--- src/rtl/apb_pkg.sv ---
// Shared types and helpers for the APB master bridge.
package apb_pkg;

  // Bridge FSM states
  typedef enum logic [1:0] {
    IDLE   = 2'd0,
    SETUP  = 2'd1,
    ACCESS = 2'd2
  } apb_state_e;

  // Number of bits needed to index num_slv slaves
  function automatic int unsigned slv_idx_w(input int unsigned num_slv);
    int unsigned w;
    w = 0;
    while ((32'd1 << w) < num_slv) begin
      w++;
    end
    return w;
  endfunction

endpackage

--- src/rtl/apb_master_bridge.sv ---
// APB master bridge: turns a valid/ready command into one APB transfer
// and reports completion with a single-cycle response pulse.
// Optional macro APB_TIMEOUT_EN aborts transfers stuck in ACCESS for
// TIMEOUT_CYC cycles with PREADY low.
module apb_master_bridge
  import apb_pkg::*;
#(
  parameter int unsigned ADDR_W      = 32,
  parameter int unsigned DATA_W      = 32,
  parameter int unsigned NUM_SLV     = 4,
  parameter int unsigned TIMEOUT_CYC = 16
) (
  input  logic                      PCLK,
  input  logic                      rst,
  input  logic                      TRANSFER,
  output logic                      cmd_ready,
  input  logic [ADDR_W-1:0]         cmd_addr,
  input  logic [DATA_W-1:0]         cmd_wdata,
  input  logic                      cmd_write,
  output logic [ADDR_W-1:0]         PADDR,
  output logic [DATA_W-1:0]         PWDATA,
  output logic                      PWRITE,
  output logic [NUM_SLV-1:0]        PSEL,
  output logic                      PENABLE,
  input  logic [NUM_SLV*DATA_W-1:0] PRDATA,
  input  logic [NUM_SLV-1:0]        PREADY,
  input  logic [NUM_SLV-1:0]        PSLVERR,
  output logic                      rsp_valid,
  output logic [DATA_W-1:0]         rsp_rdata,
  output logic                      rsp_err
);

  localparam int unsigned IDX_W = slv_idx_w(NUM_SLV);

  // Reject parameter sets the bridge cannot implement
  if (NUM_SLV < 2 || (NUM_SLV & (NUM_SLV - 1)) != 0 || (DATA_W % 8) != 0 ||
      TIMEOUT_CYC == 0) begin : g_bad_param
    $error("apb_master_bridge: illegal parameter set");
  end

  apb_state_e          state_q, state_d;
  logic [ADDR_W-1:0]   paddr_q, paddr_d;
  logic [DATA_W-1:0]   pwdata_q, pwdata_d;
  logic                pwrite_q, pwrite_d;
  logic [NUM_SLV-1:0]  psel_q, psel_d;
  logic                penable_q, penable_d;
  logic                rsp_valid_q, rsp_valid_d;
  logic [DATA_W-1:0]   rsp_rdata_q, rsp_rdata_d;
  logic                rsp_err_q, rsp_err_d;

  logic [IDX_W-1:0]    sel_idx;
  logic [IDX_W-1:0]    cmd_idx;
  logic                sel_ready;
  logic                sel_err;
  logic [DATA_W-1:0]   sel_rdata;
  logic                accept;

`ifdef APB_TIMEOUT_EN
  localparam int unsigned CNT_W = slv_idx_w(TIMEOUT_CYC + 1);
  logic [CNT_W-1:0]    cnt_q, cnt_d;
`endif

  // Slave selection comes from the top address bits
  assign sel_idx   = paddr_q[ADDR_W-1 -: IDX_W];
  assign cmd_idx   = cmd_addr[ADDR_W-1 -: IDX_W];
  assign sel_ready = PREADY[sel_idx];
  assign sel_err   = PSLVERR[sel_idx];
  assign accept    = TRANSFER && cmd_ready;

  // Read data mux from the selected slave
  always_comb begin
    sel_rdata = '0;
    for (int unsigned i = 0; i < NUM_SLV; i++) begin
      if (IDX_W'(i) == sel_idx) sel_rdata = PRDATA[i*DATA_W +: DATA_W];
    end
  end

  // Command ready: idle, or the completing ACCESS cycle (only comb output)
  always_comb begin
    cmd_ready = 1'b0;
    if (!rst) begin
      case (state_q)
        IDLE:    cmd_ready = 1'b1;
        ACCESS:  cmd_ready = sel_ready;
        default: cmd_ready = 1'b0;
      endcase
    end
  end

  // Next-state and registered-output logic
  always_comb begin
    state_d     = state_q;
    paddr_d     = paddr_q;
    pwdata_d    = pwdata_q;
    pwrite_d    = pwrite_q;
    psel_d      = psel_q;
    penable_d   = penable_q;
    rsp_valid_d = 1'b0;
    rsp_rdata_d = rsp_rdata_q;
    rsp_err_d   = rsp_err_q;
`ifdef APB_TIMEOUT_EN
    cnt_d       = '0;
`endif

    case (state_q)
      IDLE: begin
        psel_d    = '0;
        penable_d = 1'b0;
      end
      SETUP: begin
        penable_d = 1'b1;
        state_d   = ACCESS;
      end
      ACCESS: begin
        if (sel_ready) begin
          rsp_valid_d = 1'b1;
          rsp_rdata_d = pwrite_q ? '0 : sel_rdata;
          rsp_err_d   = sel_err;
          psel_d      = '0;
          penable_d   = 1'b0;
          state_d     = IDLE;
        end
`ifdef APB_TIMEOUT_EN
        else if (cnt_q == CNT_W'(TIMEOUT_CYC - 1)) begin
          rsp_valid_d = 1'b1;
          rsp_rdata_d = '0;
          rsp_err_d   = 1'b1;
          psel_d      = '0;
          penable_d   = 1'b0;
          state_d     = IDLE;
        end else begin
          cnt_d = cnt_q + CNT_W'(1);
        end
`endif
      end
      default: state_d = IDLE;
    endcase

    // An accepted command always starts a fresh SETUP phase
    if (accept) begin
      paddr_d   = cmd_addr;
      pwdata_d  = cmd_wdata;
      pwrite_d  = cmd_write;
      psel_d    = NUM_SLV'(1) << cmd_idx;
      penable_d = 1'b0;
      state_d   = SETUP;
    end
  end

  // State and output registers
  always_ff @(posedge PCLK) begin
    if (rst) begin
      state_q     <= IDLE;
      paddr_q     <= '0;
      pwdata_q    <= '0;
      pwrite_q    <= 1'b0;
      psel_q      <= '0;
      penable_q   <= 1'b0;
      rsp_valid_q <= 1'b0;
      rsp_rdata_q <= '0;
      rsp_err_q   <= 1'b0;
    end else begin
      state_q     <= state_d;
      paddr_q     <= paddr_d;
      pwdata_q    <= pwdata_d;
      pwrite_q    <= pwrite_d;
      psel_q      <= psel_d;
      penable_q   <= penable_d;
      rsp_valid_q <= rsp_valid_d;
      rsp_rdata_q <= rsp_rdata_d;
      rsp_err_q   <= rsp_err_d;
    end
  end

`ifdef APB_TIMEOUT_EN
  // Wait-state counter for the ACCESS timeout
  always_ff @(posedge PCLK) begin
    if (rst) cnt_q <= '0;
    else     cnt_q <= cnt_d;
  end
`endif

  assign PADDR     = paddr_q;
  assign PWDATA    = pwdata_q;
  assign PWRITE    = pwrite_q;
  assign PSEL      = psel_q;
  assign PENABLE   = penable_q;
  assign rsp_valid = rsp_valid_q;
  assign rsp_rdata = rsp_rdata_q;
  assign rsp_err   = rsp_err_q;

endmodule
--- config.mk ---
export PLATFORM = sky130hd
export DESIGN_NAME = apb_master_bridge
export DESIGN_NICKNAME = d
export VERILOG_FILES = /design/src/rtl/apb_pkg.sv /design/src/rtl/apb_master_bridge.sv
export SDC_FILE = /design/constraint.sdc
export NUM_CORES = 1
export LEC_CHECK = 0
export CAP_MARGIN = 20
export CORE_ASPECT_RATIO = 0.6
export CORE_UTILIZATION = 35
export CTS_BUF_LIST = sky130_fd_sc_hd__clkbuf_4 sky130_fd_sc_hd__clkbuf_8
export DETAILED_ROUTE_END_ITERATION = 8
export GPL_ROUTABILITY_DRIVEN = 0
export MAX_ROUTING_LAYER = met4
export PLACE_DENSITY = 0.8
export REMOVE_ABC_BUFFERS = 1
export SETUP_SLACK_MARGIN = 0.3
export SLEW_MARGIN = 0
export SYNTH_ARGS = -nofsm -noshare
export SYNTH_HDL_FRONTEND = slang
export SYNTH_SLANG_ARGS = --single-unit
--- constraint.sdc ---
create_clock -name PCLK -period 5.9 [get_ports PCLK]
set_input_delay 0.59 -clock PCLK [delete_from_list [all_inputs] [get_ports PCLK]]
set_output_delay 0.59 -clock PCLK [all_outputs]
set_load 0.02 [all_outputs]
# After elaboration in Yosys (flattened, before gate mapping)
# Index checks and enable logic that the tools add are counted.
# totals
mem_bits_ro	0
memories	0
in_bits	204
ram_bits	0
wordCells	54
latchBits	0
reg_bits	106
out_inout_bits	105
# op_classes
n_lt_le_gt_ge	1
reduce_logical	12
mux	20
add_sub_neg	0
bitwise_logic	2
n_shift	1
div	0
mul	0
n_eq_ne	8
# ops
cell	n
2-to-1 mux 32 bit	5
AND reduction 2 bit	5
2-to-1 mux 4 bit	2
case mux 4 bit (2 select lines)	1
2-to-1 mux 1 bit	6
case mux 2 bit (3 select lines)	1
nonzero test 3 bit	2
binary-select mux 1 bit (select 2 bit)	2
equality test 2 bit, first input constant	2
logical NOT 2 bit	2
!= test 2 bit, second input constant	2
OR reduction 2 bit	2
<< shifter 1 x 2 -> 4 bit, first input constant	1
< comparator 2 x 3 -> 1 bit, second input constant	1
!= test 3 bit, second input constant	1
case mux 1 bit (3 select lines)	1
equality test 1 x 2 -> 1 bit, first input constant	1
equality test 2 x 1 -> 1 bit, second input constant	1
equality test 2 bit, second input constant	1
2-to-1 mux 2 bit	1
inverter 1 bit	2
case mux 1 bit (2 select lines)	1
logical AND 1 bit	1

# Logic depth before layout (Yosys ltp)
# Gate-level depths: netlist of run 1.
# depth
word_depth	7
mapped_depth	6
ltp_nobuf	4

# Worst setup path after synthesis of run 1
# OpenSTA, ideal clock, no wires.
# synth_path
kind	input to output
startpoint	input rst
endpoint	output cmd_ready
t_arrival_ns	1.756
path_slack_ns	3.554
path_stages	4
path_buffers	3
cell_sequence	clkbuf_1 -> clkbuf_1 -> clkbuf_1 -> a211oi_1
# synth_via
elab_chain_cells	1
# synth_lines
item	line	source
from (decl)	apb_master_bridge.sv:14	input logic rst,
2-to-1 mux 1 bit	apb_master_bridge.sv:81	if (!rst) begin
to (decl)	apb_master_bridge.sv:16	output logic cmd_ready,
# No other way between the ends.

# Worst setup path in the final report of run 1
# layout_path
startpoint	register paddr_q[31] (netlist: PADDR[31])
endpoint	output cmd_ready
# layout_via
elab_chain_cells	4
# layout_lines
item	line	source
from (decl)	apb_master_bridge.sv:42	logic [ADDR_W-1:0] paddr_q, paddr_d;
from (signal assigned)	apb_master_bridge.sv:164	paddr_q <= paddr_d;
binary-select mux 1 bit (select 2 bit)	apb_master_bridge.sv:66	assign sel_ready = PREADY[sel_idx];
2-to-1 mux 1 bit (not written as such)	apb_master_bridge.sv:66	
case mux 1 bit (2 select lines)	apb_master_bridge.sv:82	case (state_q)
2-to-1 mux 1 bit	apb_master_bridge.sv:81	
# No other way between the ends. The select of a mux whose other input is x is not followed.

==> results of run 1 <==
==> report_power, final <==
part           switching, mW  internal, mW  total [mW]
registers             0.0236         0.761       0.785
logic                  0.172         0.284       0.456
clock network          0.267         0.169       0.436
total                  0.463          1.21        1.68
==> metal layers <==
metal	share of wire [%]	routed length (um)	vias up	GRT usage, %
li1	-	-	1924	-
met1	43	6290	1976	26.9
met2	47	6820	164	34.4
met3	8.5	1240	17	6.17
met4	1.4	202	0	5.61
met5	0	0	-	-
==> Yosys cell counts (all sizes together), types with 2 or more instances <==
library cell / number / share of area (%)
a22o: 33 / 6.2
inv: 8 / 0.64
mux4: 34 / 16
clkbuf: 14 / 1.1
a32o: 4 / 0.85
nor3: 2 / 0.21
o21ai: 2 / 0.29
buf: 17 / 2.7
mux2: 65 / 16
nor2b: 63 / 8.4
dfxtp: 106 / 45
==> per-stage QoR <==
step	cells	power (mW)
floorplan	333	0.995
global placement	815	1.25
detailed placement	815	1.26
CTS	831	1.70
global route	832	1.76
finish	832	1.68
==> cell type report <==
| class | instances | share of cell area [%] |
|---|---|---|
| repair buffers | 313 | 38.8 |
| multi-input cells | 219 | 29.5 |
| clock buffers | 10 | 1.63 |
| flip-flops and latches | 106 | 26.3 |
| well taps | 170 | 2.64 |
| inverters | 8 | 0.372 |
| clock inverters | 6 | 0.713 |
==> worst paths after layout <==
check | from | end | slack [ps]
worst min-delay path | rsp_rdata[20]$_SDFFE_PP0P_ | rsp_rdata[20]$_SDFFE_PP0P_ | 490
worst max-delay path | PADDR[31]$_SDFFE_PP0P_ | cmd_ready | 2730
worst min register to register | rsp_rdata[20]$_SDFFE_PP0P_ | rsp_rdata[20]$_SDFFE_PP0P_ | 490
worst max register to register | PADDR[31]$_SDFFE_PP0P_ | PWDATA[2]$_SDFFE_PP0P_ | 3280
==> cell families (layout without fill, tap and decap cells) <==
family,Yosys count,count (layout)
flops,106,106
mux,100,100
simple gates,73,73
buf+inv,39,337
compound gates,46,46
==> worst max-delay path, delay by kind of cell (launching register included) <==
kind	cells	cell delay (ps)
AOI/OAI and AO/OA	1	290
buffers and inverters	3	1170
DFF	1	330
muxes	1	420
==> layout by cell type, fill, tap and decap left out, types with 2 or more instances in the layout <==
cell             synthesis  layout
a22o_1                  33      33
a32o_1                   4       4
buf_4                    0       4
clkbuf_8                 0       9
clkdlybuf4s50_1          0     307
clkinv_4                 0       3
dfxtp_1                106     105
inv_1                    7       7
inv_8                    0       2
mux2_1                  49      49
mux2_2                  16      16
mux4_2                  34      34
nor2b_1                 63      63
nor3_1                   2       2
==> registers in the layout (all words and copies together), names as in the netlist <==
signal	flops
PWRITE	1
PADDR	32
PWDATA	32
PSEL	4
PENABLE	1
rsp_valid	1
rsp_err	1
state_q	2
rsp_rdata	32
==> qor.csv, run 1 <==
metric,value,unit
cp_cell_sequence,"buf_4, mux4_2, inv_1, a211oi_1, clkdlybuf4s50_1",
skew,16.7,ps
max-vdd-ir-drop,0.131,mV
synth_compound_area_share,8.53,%
port_buffers,308,
synth-simple-area-share,9.73,%
cts_resized,0,
crit_slowest_cell,clkdlybuf4s50_1,
slowest_delay,660,ps
cts_tree,yes,
max-slew-margin-rel,37.6,%
design_area,0.00807,mm^2
drive_gt1_share,11.8,%
max_slew.worst_pin.slew,936,ps
die_h,91.7,um
vias,4081,
end_kind,primary output,
drv_slew,0,
antenna_found_initial,0,
hold_class,register to register,
htree_levels,3,
dpl_worst_slack,2870,ps
register_area,0.00212,mm^2
dpl.hpwl,11.3,mm
area_growth,71.9,%
fin_ws,2730,ps
crit_path_start_kind,register,
yosys_most_used_dff,dfxtp_1,
via_per_inst,4.91,
tns,0,ps
drc_errors,0,
seq_area_frac_synth,45.2,%
grt_start_max_net_pins,75,
synth.mux.area_fraction,32.1,%
ant_nets,0,
drt_iter0_drc,151,
path_class,register to primary output,
synthAdderAreaFrac,0,%
initial_core_util,36.2,%
fmax,316,MHz
fin_nets,861,
r2r_cells,5,
worst_hold_slack,489,ps
post-route-period-util,53.7,%
drv_cap,0,
grtUsageTotal,21.6,%
critPathArrivalTime,2580,ps
final_util,62.2,%
numCtsBuffers,9,
setup_viol,0,
fp.dieW,152,um
placed_area,0.00786,mm^2
clk_latency,370,ps
crit_fanout,38,
drt_first_pass_iters,4,
route.detailed.wl_per_inst,17.5,um
core,0.0130,mm^2
grt_setup_unrepaired,no,
synth_area,0.00470,mm^2
first_global_vias,4194,
crit_required,5310,ps
ys_seq_elements,106,
yosysWarnings,0,
pin_count,309,
die_area,0.0139,mm^2
postCtsSetupBuffers,0,
finalHoldViolCount,0,
placementRows,32,
cts.sinks,106,
period_needed,3170,ps
synth_edf_count,0,
power_density,208,mW/mm^2
async_flop_share,0,%
p_leak,3.05,nW
overflow,0,
clkTransAtPathRegs,100,ps
clk_path_buf_depth,2,
worstHoldPathCells,1,
status,finished clean,
antennaDiodeCount,0,
syn-instance-count,364,
syn_area_per_cell,12.9,um^2
multi_input_area,0.00238,mm^2
cts-root-buf,clkbuf_8,
grt_first_pass_wirelength,22.3,mm
nFillCells,987,
hold_buffers,0,
routed_wl,14.6,mm
yosys.area_share.xor_xnor,0,%
synth_top_family_by_area,multiplexers,
synth_cell_types,32,
No activity file was read; power rests on OpenSTA's default activity.
==> run 2, diff against run 1 <==
- CORE_UTILIZATION: 35 -> 34
- PLACE_DENSITY: 0.8 -> 0.81
- clock period: 5.9 -> 2.7 ns (I/O delays scaled with it)
==> run 2 against run 1 <==
Wire length increased by 2.4%. Count of clock-buffer cells in the layout stayed put. Worst setup slack worse by 2200 ps. Total power up 130%. Critical path depth is 1 lower. Global-route usage is 0.18 points higher. Cell area increased by 1.1%.
==> qor.csv, run 2 (synthesis gave the netlist of run 1 again) <==
metric,value,unit,change
nFillCells,1046,,+6.0%
worstHoldPathCells,2,,+1
skew,15.8,ps,-0.871 ps
grtUsageTotal,21.8,%,+0.18 points
pin_count,309,,unchanged
final_util,62.0,%,-0.25 points
placementRows,32,,unchanged
reg2reg_setup_slack,610,ps,-2670 ps
crit_slowest_cell,mux4_2,,
antennaDiodeCount,0,,unchanged
path_class,register to primary output,,
drt_first_pass_iters,4,,unchanged
ant_nets,0,,unchanged
cts_tree,yes,,
reg2reg_to,PWDATA[17]$_SDFFE_PP0P_,,
fp.dieW,154,um,+1.4%
register_area,0.00212,mm^2,unchanged
core,0.0132,mm^2,+1.5%
p_leak,3.11,nW,+1.9%
numCtsBuffers,9,,unchanged
slowest_delay,440,ps,-220 ps
overflow,0,,unchanged
drive_gt1_share,12.8,%,+1.1 points
critPathArrivalTime,1920,ps,-660 ps
die_h,93.0,um,+1.4%
htree_levels,3,,unchanged
hold_class,input port to register,,
multi_input_area,0.00237,mm^2,-0.37%
crit_fanout,6,,-84%
power_density,463,mW/mm^2,+120%
top_usage_layer,met2,,
port_buffers,308,,unchanged
drt_iter0_drc,176,,+17%
grt_use_met2,36.4,%,+2.0 points
clk_path_buf_depth,2,,unchanged
min_to,rsp_err$_SDFFE_PP0P_,,
fin_nets,869,,+0.93%
area_growth,73.8,%,
route.detailed.wl_per_inst,17.7,um,+1.4%
grt_use_met1,26.5,%,-0.40 points
end_kind,primary output,,
final_cell_mix,"306 x clkdlybuf4s50_1, 105 x dfxtp_1, 63 x nor2b_1",,
die_area,0.0143,mm^2,+2.9%
initial_core_util,35.6,%,-0.55 points
crit_path_start_kind,register,,
reg2reg_from,PADDR[30]$_SDFFE_PP0P_,,
drv_cap,0,,unchanged
status,finished clean,,
max-vdd-ir-drop,0.307,mV,+130%
tns,0,ps,unchanged
period_needed,2190,ps,
drc_errors,0,,unchanged
max_slew.worst_pin.slew,646,ps,-290 ps
grt_first_pass_wirelength,23.6,mm,+5.9%
cts.sinks,106,,unchanged
post-route-period-util,81.2,%,
fmax,456,MHz,
r2r_cells,4,,-1
first_global_vias,4427,,+5.6%
vias,4119,,+0.93%
startpoint,PADDR[30]$_SDFFE_PP0P_,,
grt_setup_unrepaired,no,,
hp-start,rst,,
clkTransAtPathRegs,110,ps,about the same
crit_required,2430,ps,-2880 ps
grt_start_max_net_pins,62,,-17%
use_met3,5.84,%,-0.33 points
clk_latency,360,ps,about the same
routed_wl,14.9,mm,+2.4%
cts-root-buf,clkbuf_8,,
finalHoldViolCount,0,,unchanged
hold_buffers,0,,unchanged
max-slew-margin-rel,56.9,%,+19 points
dpl.hpwl,11.8,mm,+4.3%
setup_viol,0,,unchanged
cp_cell_sequence,"mux4_2, inv_1, a211oi_1, dlygate4sd2_1",,
antenna_found_initial,0,,unchanged
layout_commonest_cell,clkdlybuf4s50_1,,
via_per_inst,4.90,,about the same
drv_slew,0,,unchanged
==> run 2: power breakdown <==
group	switching (mW)	internal, mW	leakage (nW)
Sequential	0.0525	1.66	0.869
Clock	0.572	0.477	0.112
Combinational	0.382	0.633	2.13
Total	1.01	2.77	3.11
==> run 2: final cells by class <==
cell class | count | share of cell area, %
Multi-Input combinational cell | 219 | 29.1
Clock buffer | 10 | 1.69
Inverter | 8 | 0.368
Tap cell | 170 | 2.61
Sequential cell | 106 | 26.0
Clock inverter | 6 | 1.03
Timing Repair Buffer | 321 | 39.2
==> run 2: routing by layer <==
metal	up-vias	routed length [um]	part of all wire, %
met5	-	0	0
li1	1944	-	-
met3	13	1050	7.0
met4	0	177	1.2
met2	173	7140	48
met1	1989	6540	44
==> run 2: worst max path at each step <==
stage	to	slack (ps)	cells past startpoint
after global routing	cmd_ready	450	4
after global placement	PWDATA[3]$_SDFFE_PP0P_	330	5
final	cmd_ready	510	4
after floorplan	PSEL[1]$_SDFFE_PP0P_	-2170	4
after detailed placement	PWDATA[3]$_SDFFE_PP0P_	270	5
after CTS	PADDR[30]	340	2
==> run 2: what timing repair did <==
| item | in CTS | in global routing |
|---|---|---|
| resized for setup | 1 | 1 |
| setup endpoints to repair | 1 | 1 |
| setup buffers | 0 | 0 |
==> run 2: through the flow <==
stage,total power [mW],area [um^2],setup slack [ps],hold WS [ps],instances
global placement,2.74,7940,333,458,824
detailed placement,2.77,7940,268,457,824
floorplan,2.17,4520,-2170,339,333
CTS,3.84,8160,345,285,840
global route,3.96,8160,446,313,840
finish,3.78,8160,506,315,840
==> run 2: worst max-delay path: cells and delay by family, from the launching register on <==
kind | cells | cell delay (ps)
AOI/OAI and AO/OA | 1 | 310
muxes | 1 | 440
buffers and inverters | 2 | 460
DFF | 1 | 350
